<file path="src/rtl/osd_multi_field_writer.sv">
// OSD write sequencer: optional full-buffer clear, then NUM_FIELDS hex fields rendered
// one per row, streamed to the VRAM write port over a valid/ready handshake.
module osd_multi_field_writer #(
  parameter int COLS       = 40,
  parameter int ROWS       = 30,
  parameter int WIDTH_BITS = 16,
  parameter int NUM_FIELDS = 4,
  parameter int VAL_W      = 16,
  parameter int FIELD_ROW  = 2,
  parameter int FIELD_COL  = 4
) (
  input  logic                        clk,
  input  logic                        rst,
  input  logic                        osd_writer_start_init,
  input  logic                        osd_writer_clear_en,
  input  logic [7:0]                  osd_writer_clear_char,
  input  logic [NUM_FIELDS-1:0]       osd_writer_field_mask,
  input  logic [NUM_FIELDS*VAL_W-1:0] osd_writer_values,
  input  logic                        v_wr_ready,
  output logic                        v_we,
  output logic [WIDTH_BITS-1:0]       v_wr_addr,
  output logic [7:0]                  v_wr_data,
  output logic                        osd_writer_busy,
  output logic                        osd_writer_done
);

  localparam int DIGITS = VAL_W / 4;
  localparam int TOTAL  = COLS * ROWS;
  localparam int FW     = (NUM_FIELDS > 1) ? $clog2(NUM_FIELDS) : 1;
  localparam int DW     = (DIGITS > 1) ? $clog2(DIGITS) : 1;
  localparam logic [WIDTH_BITS-1:0] LAST_ADDR = WIDTH_BITS'(TOTAL - 1);
  localparam logic [DW-1:0]         LAST_DIG  = DW'(DIGITS - 1);

  typedef enum logic [1:0] {S_IDLE, S_CLEAR, S_FIELDS, S_DONE} state_t;

  state_t                      r_state;
  logic                        r_we;
  logic [WIDTH_BITS-1:0]       r_addr;
  logic [7:0]                  r_data;
  logic                        r_busy;
  logic                        r_done;
  logic [7:0]                  r_char;
  logic [NUM_FIELDS-1:0]       r_mask;
  logic [NUM_FIELDS*VAL_W-1:0] r_values;
  logic [FW-1:0]               r_field;
  logic [DW-1:0]               r_digit;

  logic [NUM_FIELDS-1:0]       w_mask_src;
  logic [FW:0]                 w_first;
  logic [FW:0]                 w_next;

  function automatic logic [7:0] hex_char(input logic [3:0] n);
    return (n < 4'd10) ? (8'h30 + {4'h0, n}) : (8'h37 + {4'h0, n});
  endfunction

  // Lowest set mask bit at index >= lo; MSB of the result flags "found".
  function automatic logic [FW:0] first_from(input logic [NUM_FIELDS-1:0] m, input int lo);
    logic [FW:0] res;
    res = '0;
    for (int j = NUM_FIELDS - 1; j >= 0; j--) begin
      if (j >= lo && m[j]) res = {1'b1, FW'(j)};
    end
    return res;
  endfunction

  function automatic logic [WIDTH_BITS-1:0] field_addr(input int f, input int d);
    return WIDTH_BITS'((FIELD_ROW + f) * COLS + FIELD_COL + d);
  endfunction

  function automatic logic [7:0] digit_char(input logic [NUM_FIELDS*VAL_W-1:0] vals,
                                            input int f, input int d);
    return hex_char(vals[f*VAL_W + VAL_W - 4 - 4*d +: 4]);
  endfunction

  // In IDLE the first field is looked up from the live inputs being snapshotted.
  assign w_mask_src = (r_state == S_IDLE) ? osd_writer_field_mask : r_mask;
  assign w_first    = first_from(w_mask_src, 0);
  assign w_next     = first_from(r_mask, int'(r_field) + 1);

  always_ff @(posedge clk or posedge rst) begin
    if (rst) begin
      r_state  <= S_IDLE;
      r_we     <= 1'b0;
      r_addr   <= '0;
      r_data   <= 8'h00;
      r_busy   <= 1'b0;
      r_done   <= 1'b0;
      r_char   <= 8'h00;
      r_mask   <= '0;
      r_values <= '0;
      r_field  <= '0;
      r_digit  <= '0;
    end else begin
      r_done <= 1'b0;
      case (r_state)
        S_IDLE: begin
          if (osd_writer_start_init) begin
            r_char   <= osd_writer_clear_char;
            r_mask   <= osd_writer_field_mask;
            r_values <= osd_writer_values;
            r_busy   <= 1'b1;
            if (osd_writer_clear_en) begin
              r_state <= S_CLEAR;
              r_we    <= 1'b1;
              r_addr  <= '0;
              r_data  <= osd_writer_clear_char;
            end else if (w_first[FW]) begin
              r_state <= S_FIELDS;
              r_we    <= 1'b1;
              r_field <= w_first[FW-1:0];
              r_digit <= '0;
              r_addr  <= field_addr(int'(w_first[FW-1:0]), 0);
              r_data  <= digit_char(osd_writer_values, int'(w_first[FW-1:0]), 0);
            end else begin
              // Empty sequence: one busy cycle with no write, then DONE.
              r_state <= S_FIELDS;
              r_we    <= 1'b0;
            end
          end
        end
        S_CLEAR: begin
          if (v_wr_ready) begin
            if (r_addr == LAST_ADDR) begin
              if (w_first[FW]) begin
                r_state <= S_FIELDS;
                r_field <= w_first[FW-1:0];
                r_digit <= '0;
                r_addr  <= field_addr(int'(w_first[FW-1:0]), 0);
                r_data  <= digit_char(r_values, int'(w_first[FW-1:0]), 0);
              end else begin
                r_state <= S_DONE;
                r_we    <= 1'b0;
                r_busy  <= 1'b0;
                r_done  <= 1'b1;
              end
            end else begin
              r_addr <= r_addr + WIDTH_BITS'(1);
            end
          end
        end
        S_FIELDS: begin
          if (!r_we) begin
            r_state <= S_DONE;
            r_busy  <= 1'b0;
            r_done  <= 1'b1;
          end else if (v_wr_ready) begin
            if (r_digit != LAST_DIG) begin
              r_digit <= r_digit + DW'(1);
              r_addr  <= r_addr + WIDTH_BITS'(1);
              r_data  <= digit_char(r_values, int'(r_field), int'(r_digit) + 1);
            end else if (w_next[FW]) begin
              r_field <= w_next[FW-1:0];
              r_digit <= '0;
              r_addr  <= field_addr(int'(w_next[FW-1:0]), 0);
              r_data  <= digit_char(r_values, int'(w_next[FW-1:0]), 0);
            end else begin
              r_state <= S_DONE;
              r_we    <= 1'b0;
              r_busy  <= 1'b0;
              r_done  <= 1'b1;
            end
          end
        end
        S_DONE: begin
          r_state <= S_IDLE;
        end
        default: begin
          r_state <= S_IDLE;
          r_we    <= 1'b0;
          r_busy  <= 1'b0;
        end
      endcase
    end
  end

  assign v_we            = r_we;
  assign v_wr_addr       = r_addr;
  assign v_wr_data       = r_data;
  assign osd_writer_busy = r_busy;
  assign osd_writer_done = r_done;

endmodule
</file>
<file path="config.mk">
export PLATFORM = sky130hd
export DESIGN_NAME = osd_multi_field_writer
export DESIGN_NICKNAME = d
export VERILOG_FILES = /design/src/rtl/osd_multi_field_writer.sv
export SDC_FILE = /design/constraint.sdc
export NUM_CORES = 1
export LEC_CHECK = 0
export ABC_AREA = 1
export BUFFER_PORTS_ARGS = -buffer_cell sky130_fd_sc_hd__buf_2
export CORE_ASPECT_RATIO = 0.7
export CORE_UTILIZATION = 62
export DETAILED_ROUTE_END_ITERATION = 12
export PLACE_DENSITY = 0.94
export SLEW_MARGIN = 20
export SYNTH_ARGS = -nofsm -noshare
export SYNTH_HDL_FRONTEND = slang
export SYNTH_SLANG_ARGS = --single-unit
export TNS_END_PERCENT = 5
</file>
<file path="constraint.sdc">
create_clock -name clk -period 9.3 [get_ports clk]
set_clock_uncertainty 0.2 [all_clocks]
set_input_delay 1.395 -clock clk [delete_from_list [all_inputs] [get_ports clk]]
set_output_delay 1.395 -clock clk [all_outputs]
set_load 0.1 [all_outputs]
</file>
---- Word-level counts from Yosys, hierarchy flattened ----
Cells that the tools add are included.
storage, ports and cells
  flip-flop bits (word level) ............. 101
  output and inout bits ................... 27
  word-level logic and storage cells ...... 170
operators by class
  add/subtract/negate cells ............... 23
  multiply operators ...................... 2
  magnitude comparators ................... 8
  eq/ne operators ......................... 20
  shift operators ......................... 4
  mux-type cells .......................... 89
  reduce and logical (&&, ||, !) cells .... 14
operator list
  kind                   number
  $shiftx 64x8->4        3
  $mux 16                9
  $mux 8                 10
  $shiftx 64x9->4        1
  $add 6x4->7 const A    8
  $mux 2                 26
  $pmux 16 s3            1
  $mux 7                 4
  $mux 3                 8
  $pmux 8 s3             1
  $sub 7x3->8 const B    3
  $mux 1                 23
  $ne 2x2->1 const B     11
  $add 6x5->7 const B    3
  $add 9x3->10 const B   2
  $reduce_and 9->1       2
  $add 16x1->16 const B  1
  $eq 16x11->1 const B   1
  $lt 4x4->1 const B     4
  $reduce_and 8->1       2
  $ne 3x3->1 const B     5
  $mul 3x3->6 const B    2
  $pmux 2 s3             2
  $reduce_and 6->1       2
  other kinds (17)       26

---- Logic depth before layout (Yosys ltp) ----
  word-level depth ........................ 17
  mapped depth ............................ 20

---- Worst setup path before layout ----
Ideal clock, no wire load.
  path kind ............................... in2reg
  start point ............................. input osd_writer_field_mask[2]
  end point ............................... register r_data[2] (netlist: v_wr_data[2])
  setup time .............................. 120 ps
  arrival ................................. 2826 ps
  required time ........................... 8980 ps
  setup slack ............................. 6154 ps
  cell stages on the path ................. 17
  path buffers ............................ 1
  cells stage by stage .................... inv_1 -> nand2_1 -> nand2_1 -> nand2_1 -> nand2_2 -> nand2_2 -> buf_2 -> o211ai_1 -> nand2_1 -> inv_1 -> ha_1 -> inv_1 -> nor2_1 -> o21ai_0 -> o21a_1 -> nand2_1 -> nand2_1
between the ends
  word-level cells in the longest chain between the ends .. 13
ends and longest elaborated chain
  what                                       RTL line  source
  from (decl)                                17        input logic [NUM_FIELDS-1:0] osd_writer_field_mask,
  $mux 4 (*)                                 76        assign w_mask_src = (r_state == S_IDLE) ? osd_writer_field_mask : r_mask;
  $mux 3 (*) (3 in a row)                    61        if (j >= lo && m[j]) res = {1'b1, FW'(j)};
  $add 6x5->7                                72        return hex_char(vals[f*VAL_W + VAL_W - 4 - 4*d +: 4]);
  $sub 7x3->8                                72
  $shiftx 64x8->4                            72
  $add 6x4->7 or $lt 4x4->1 (tied branches)  53        return (n < 4'd10) ? (8'h30 + {4'h0, n}) : (8'h37 + {4'h0, n});
  $mux 7                                     53
  $mux 8, on equally long branches           124, 107
  $mux 8, on equally long branches           123, 102
  $mux 8, on equally long branches           122, 97
  $pmux 8 s3                                 95        case (r_state)
  to (signal assigned)                       106       r_data <= osd_writer_clear_char;
  to (signal assigned)                       113       r_data <= digit_char(osd_writer_values, int'(w_first[FW-1:0]), 0);
  to (signal assigned)                       129       r_data <= digit_char(r_values, int'(w_first[FW-1:0]), 0);
  to (decl)                                  39        logic [7:0] r_data;
Every way passes the cells marked *; elsewhere a longest branch is shown, timed or not. The select of a mux whose other input is x is not followed.
A chain may end at the register's enable or synchronous reset.

---- Worst setup path after layout ----
  start point ............................. register r_state[0]
  end point ............................... register r_data[1] (netlist: v_wr_data[1])
between the ends
  word-level cells in the longest chain between the ends .. 15
ends and longest elaborated chain
  what                                       RTL line  source
  from (decl)                                36        state_t r_state;
  from (signal assigned)                     82        r_state <= S_IDLE;
  from (signal assigned)                     103       r_state <= S_CLEAR;
  from (signal assigned)                     108       r_state <= S_FIELDS;
  $logic_not 2->1                            76, 95
  $mux 4                                     76
  $mux 3 (4 in a row)                        61
  $add 6x5->7                                72
  $sub 7x3->8                                72
  $shiftx 64x8->4                            72
  $add 6x4->7 or $lt 4x4->1 (tied branches)  53
  $mux 7                                     53
  $mux 8, on equally long branches           124, 107
  $mux 8, on equally long branches           123, 102
  $mux 8, on equally long branches           122, 97
  $pmux 8 s3                                 95
Several ways; a longest one is shown, not always the timed one. The select of a mux whose other input is x is not followed.

==> results.toml <==
[setup_path]
cpPeakStageDelay_ns = 0.64
worstReg2RegEnd = "v_wr_data[1]$_DFFE_PP0P_"
slowest_stage = "ha_1"
worstPathArrival_ns = 3.68
path_cells = "inv_1 -> ha_1 -> inv_2 -> nand2_1 -> nand2_1 -> nand2_1 -> nand2_2 -> nand2_2 -> nand2_1 -> o211ai_1 -> nand2_1 -> inv_1 -> ha_1 -> or2_0 -> a21oi_1 -> nand2_1 -> nand2_1"
crit_path_frequent_cell = "nand2_1"
path_class = "register to register"
startpoint = "r_state[0]$_DFFE_PP0P_"
reg2regPathDepth = 17
end_kind = "register"
worstReg2RegStart = "r_state[0]$_DFFE_PP0P_"
r2r_slack_ns = 5.71
crit_buf_inv = 3
cp_top_family = "simple AND/OR/NAND/NOR gates"
cp_max_fo = 21
critPathLaunchType = "register"
critPathRequiredTime_ns = 9.39

[routing]
drt_iter0_markers = 917
drc = 0
first_pass_iters = 5
vias_per_cell = 5.97
wirelength_um = 18100
vias = 6482
ant_nets = 0
wl_per_cell_um = 16.7

[yosys]
yosysSeqAreaShare_pct = 39.2
synth-seq-cells = 101
synth_area_leaders = "dfrtp_1 39%, nand2_1 13%, nand3_1 9.0%, mux2_2 7.9%, a21oi_1 4.4%"
synth_edf_count = 0
synth_fp_nets = 960
yosys.area.top_type = "dfrtp_1"
synth_flop_cell = "dfrtp_1"
synthCells = 864
synth.most_common_cell = "nand2_1"
synth_warnings = 0
synth_top_area_share_pct = 39.2
yosys-top-cells-count = "225 x nand2_1, 116 x nand3_1, 101 x dfrtp_1"
syn_area_per_cell_um2 = 7.45
ys_types = 45
async_flop_share_pct = 100
syn-cell-area_um2 = 6440

[timing]
setup_violations = 0
slew_viol_final = 0
tns_ns = 0
tightest_slew_ns = 0.908
hold_viol = 0
timing.final.crit_share_pct = 38.6
rsz0062_at_grt = "no"
relSlewSlack_pct = 39.4
max_freq_mhz = 278
fin_crit_ns = 3.59

[clock_tree]
post_cts_resized = 0
htree_levels = 3
hold_buffers = 0
cts_made_buffers = 9
clock_tree.root_cell = "clkbuf_16"
clk_pin_slew_ns = 0.07
cts_buffer_depth = 2
clkLatencyLatePin_ns = 0.35
cts.sinks = 101
cts_tree = "done"
cts_setup_buffers = 0

[min_path]
hold_depth = 2
hp-class = "register to register"
hp-start = "v_wr_data[4]$_DFFE_PP0P_"
whs_endpoint = "v_wr_data[4]$_DFFE_PP0P_"

[floorplanning]
pin_count = 108
core_um2 = 9870
initial_utilization_pct = 65.2
die-area_um2 = 10800
num_rows = 30
die_x_um = 124
die_h_um = 87.3

[grt]
grt_pass1_vias = 5778
antenna_found_initial = 1
grt_use_total_pct = 35.1
grt_pass1_wl_um = 28900
grt_max_degree = 64
grt_overflow = 0

[layout]
syn2layout_area_growth_pct = 13.1
num-nets-final = 1049
drive_above_1_share_pct = 21.5

[placement]
place_congestion = 0.987
hpwl_um = 13400
io_buffers = 107

[status]
status = "completed"

[job]
cap_violations = 0
[tightest hold or removal path: stages (launching register included)]
cell	delay, ns
dfrtp_1	0.34
nand2_1	0.06
nand2_1	0.05
[layout make-up]
| class | count | area (um^2) |
|---|---|---|
| fill | 757 | 2590 |
| antenna | 1 | 2.50 |
| tap | 128 | 160 |
| clock inverter | 4 | 31.3 |
| sequential | 101 | 2530 |
| inverter | 89 | 337 |
| multi-input combinational | 642 | 3420 |
| clock buffer | 11 | 243 |
| timing repair buffer | 110 | 558 |
[state kept, by name (all words and copies together), names as in the netlist]
register	cells
r_values	64
v_wr_addr	16
v_wr_data	8
r_mask	4
r_digit	2
r_field	2
r_state	2
osd_writer_busy	1
osd_writer_done	1
v_we	1
[metal layers]
metal | part of all wire, % | track usage (%) | vias up
met5 | 0 | 0 | -
met4 | 1.7 | 7.78 | 0
met3 | 13 | 9.82 | 40
met2 | 42 | 52.1 | 423
met1 | 43 | 50.9 | 2990
li1 | - | - | 3029
[kinds of logic after synthesis]
| group | Yosys count | share of synthesized area [%] |
|---|---|---|
| AND/OR/NAND/NOR | 451 | 30.6 |
| AO/OA/AOI/OAI | 129 | 11.4 |
| buffers and inverters | 121 | 7.64 |
| flip-flops | 101 | 39.2 |
| multiplexers | 45 | 7.87 |
| adder cells (fa/ha/maj) | 15 | 2.91 |
| XOR/XNOR | 2 | 0.272 |
[worst max-delay path by stage]
stage	end	cells after the start	slack, ns
detailed placement	v_wr_data[1]$_DFFE_PP0P_	17	5.58
global placement	v_wr_data[1]$_DFFE_PP0P_	17	5.64
finish	v_wr_data[1]$_DFFE_PP0P_	17	5.71
floorplan	osd_writer_busy$_DFFE_PP0P_	1	5.06
CTS	v_wr_data[5]$_DFFE_PP0P_	14	5.82
global route	v_wr_data[5]$_DFFE_PP0P_	14	5.37
[stage by stage]
stage | setup slack (ns) | utilization (%) | area [um^2] | std cells | hold slack [ns]
after floorplan | 5.06 | - | 6440 | 864 | 0.256
after global placement | 5.64 | 71.0 | 7010 | 1070 | 0.266
after detailed placement | 5.58 | 71.0 | 7010 | 1070 | 0.261
after CTS | 5.82 | 73.7 | 7280 | 1085 | 0.278
after global routing | 5.37 | 73.8 | 7280 | 1086 | 0.285
final | 5.71 | 73.8 | 7280 | 1086 | 0.276
[layout by cell type, fill, tap and decap left out, types with 2 or more instances in the layout]
cell	n
o21a_1	2
nand2_1	224
nor3_1	4
dfrtp_1	101
inv_1	73
o21ai_0	37
o21ai_2	2
nand4_1	7
a21oi_1	57
nand3_1	116
o21ai_1	3
mux2_2	45
nor4_1	2
nor2_1	75
clkinv_1	5
a31oi_1	6
clkbuf_16	9
ha_1	15
nand2_4	2
inv_6	2
o211ai_1	8
o22ai_1	3
nand2_2	11
inv_2	10
o31ai_1	3
buf_4	3
nand3_2	4
buf_2	107
Power is left out: the tool's default activity adds up to more than one toggle a clock period on the data nets, which glitch-free logic cannot reach.
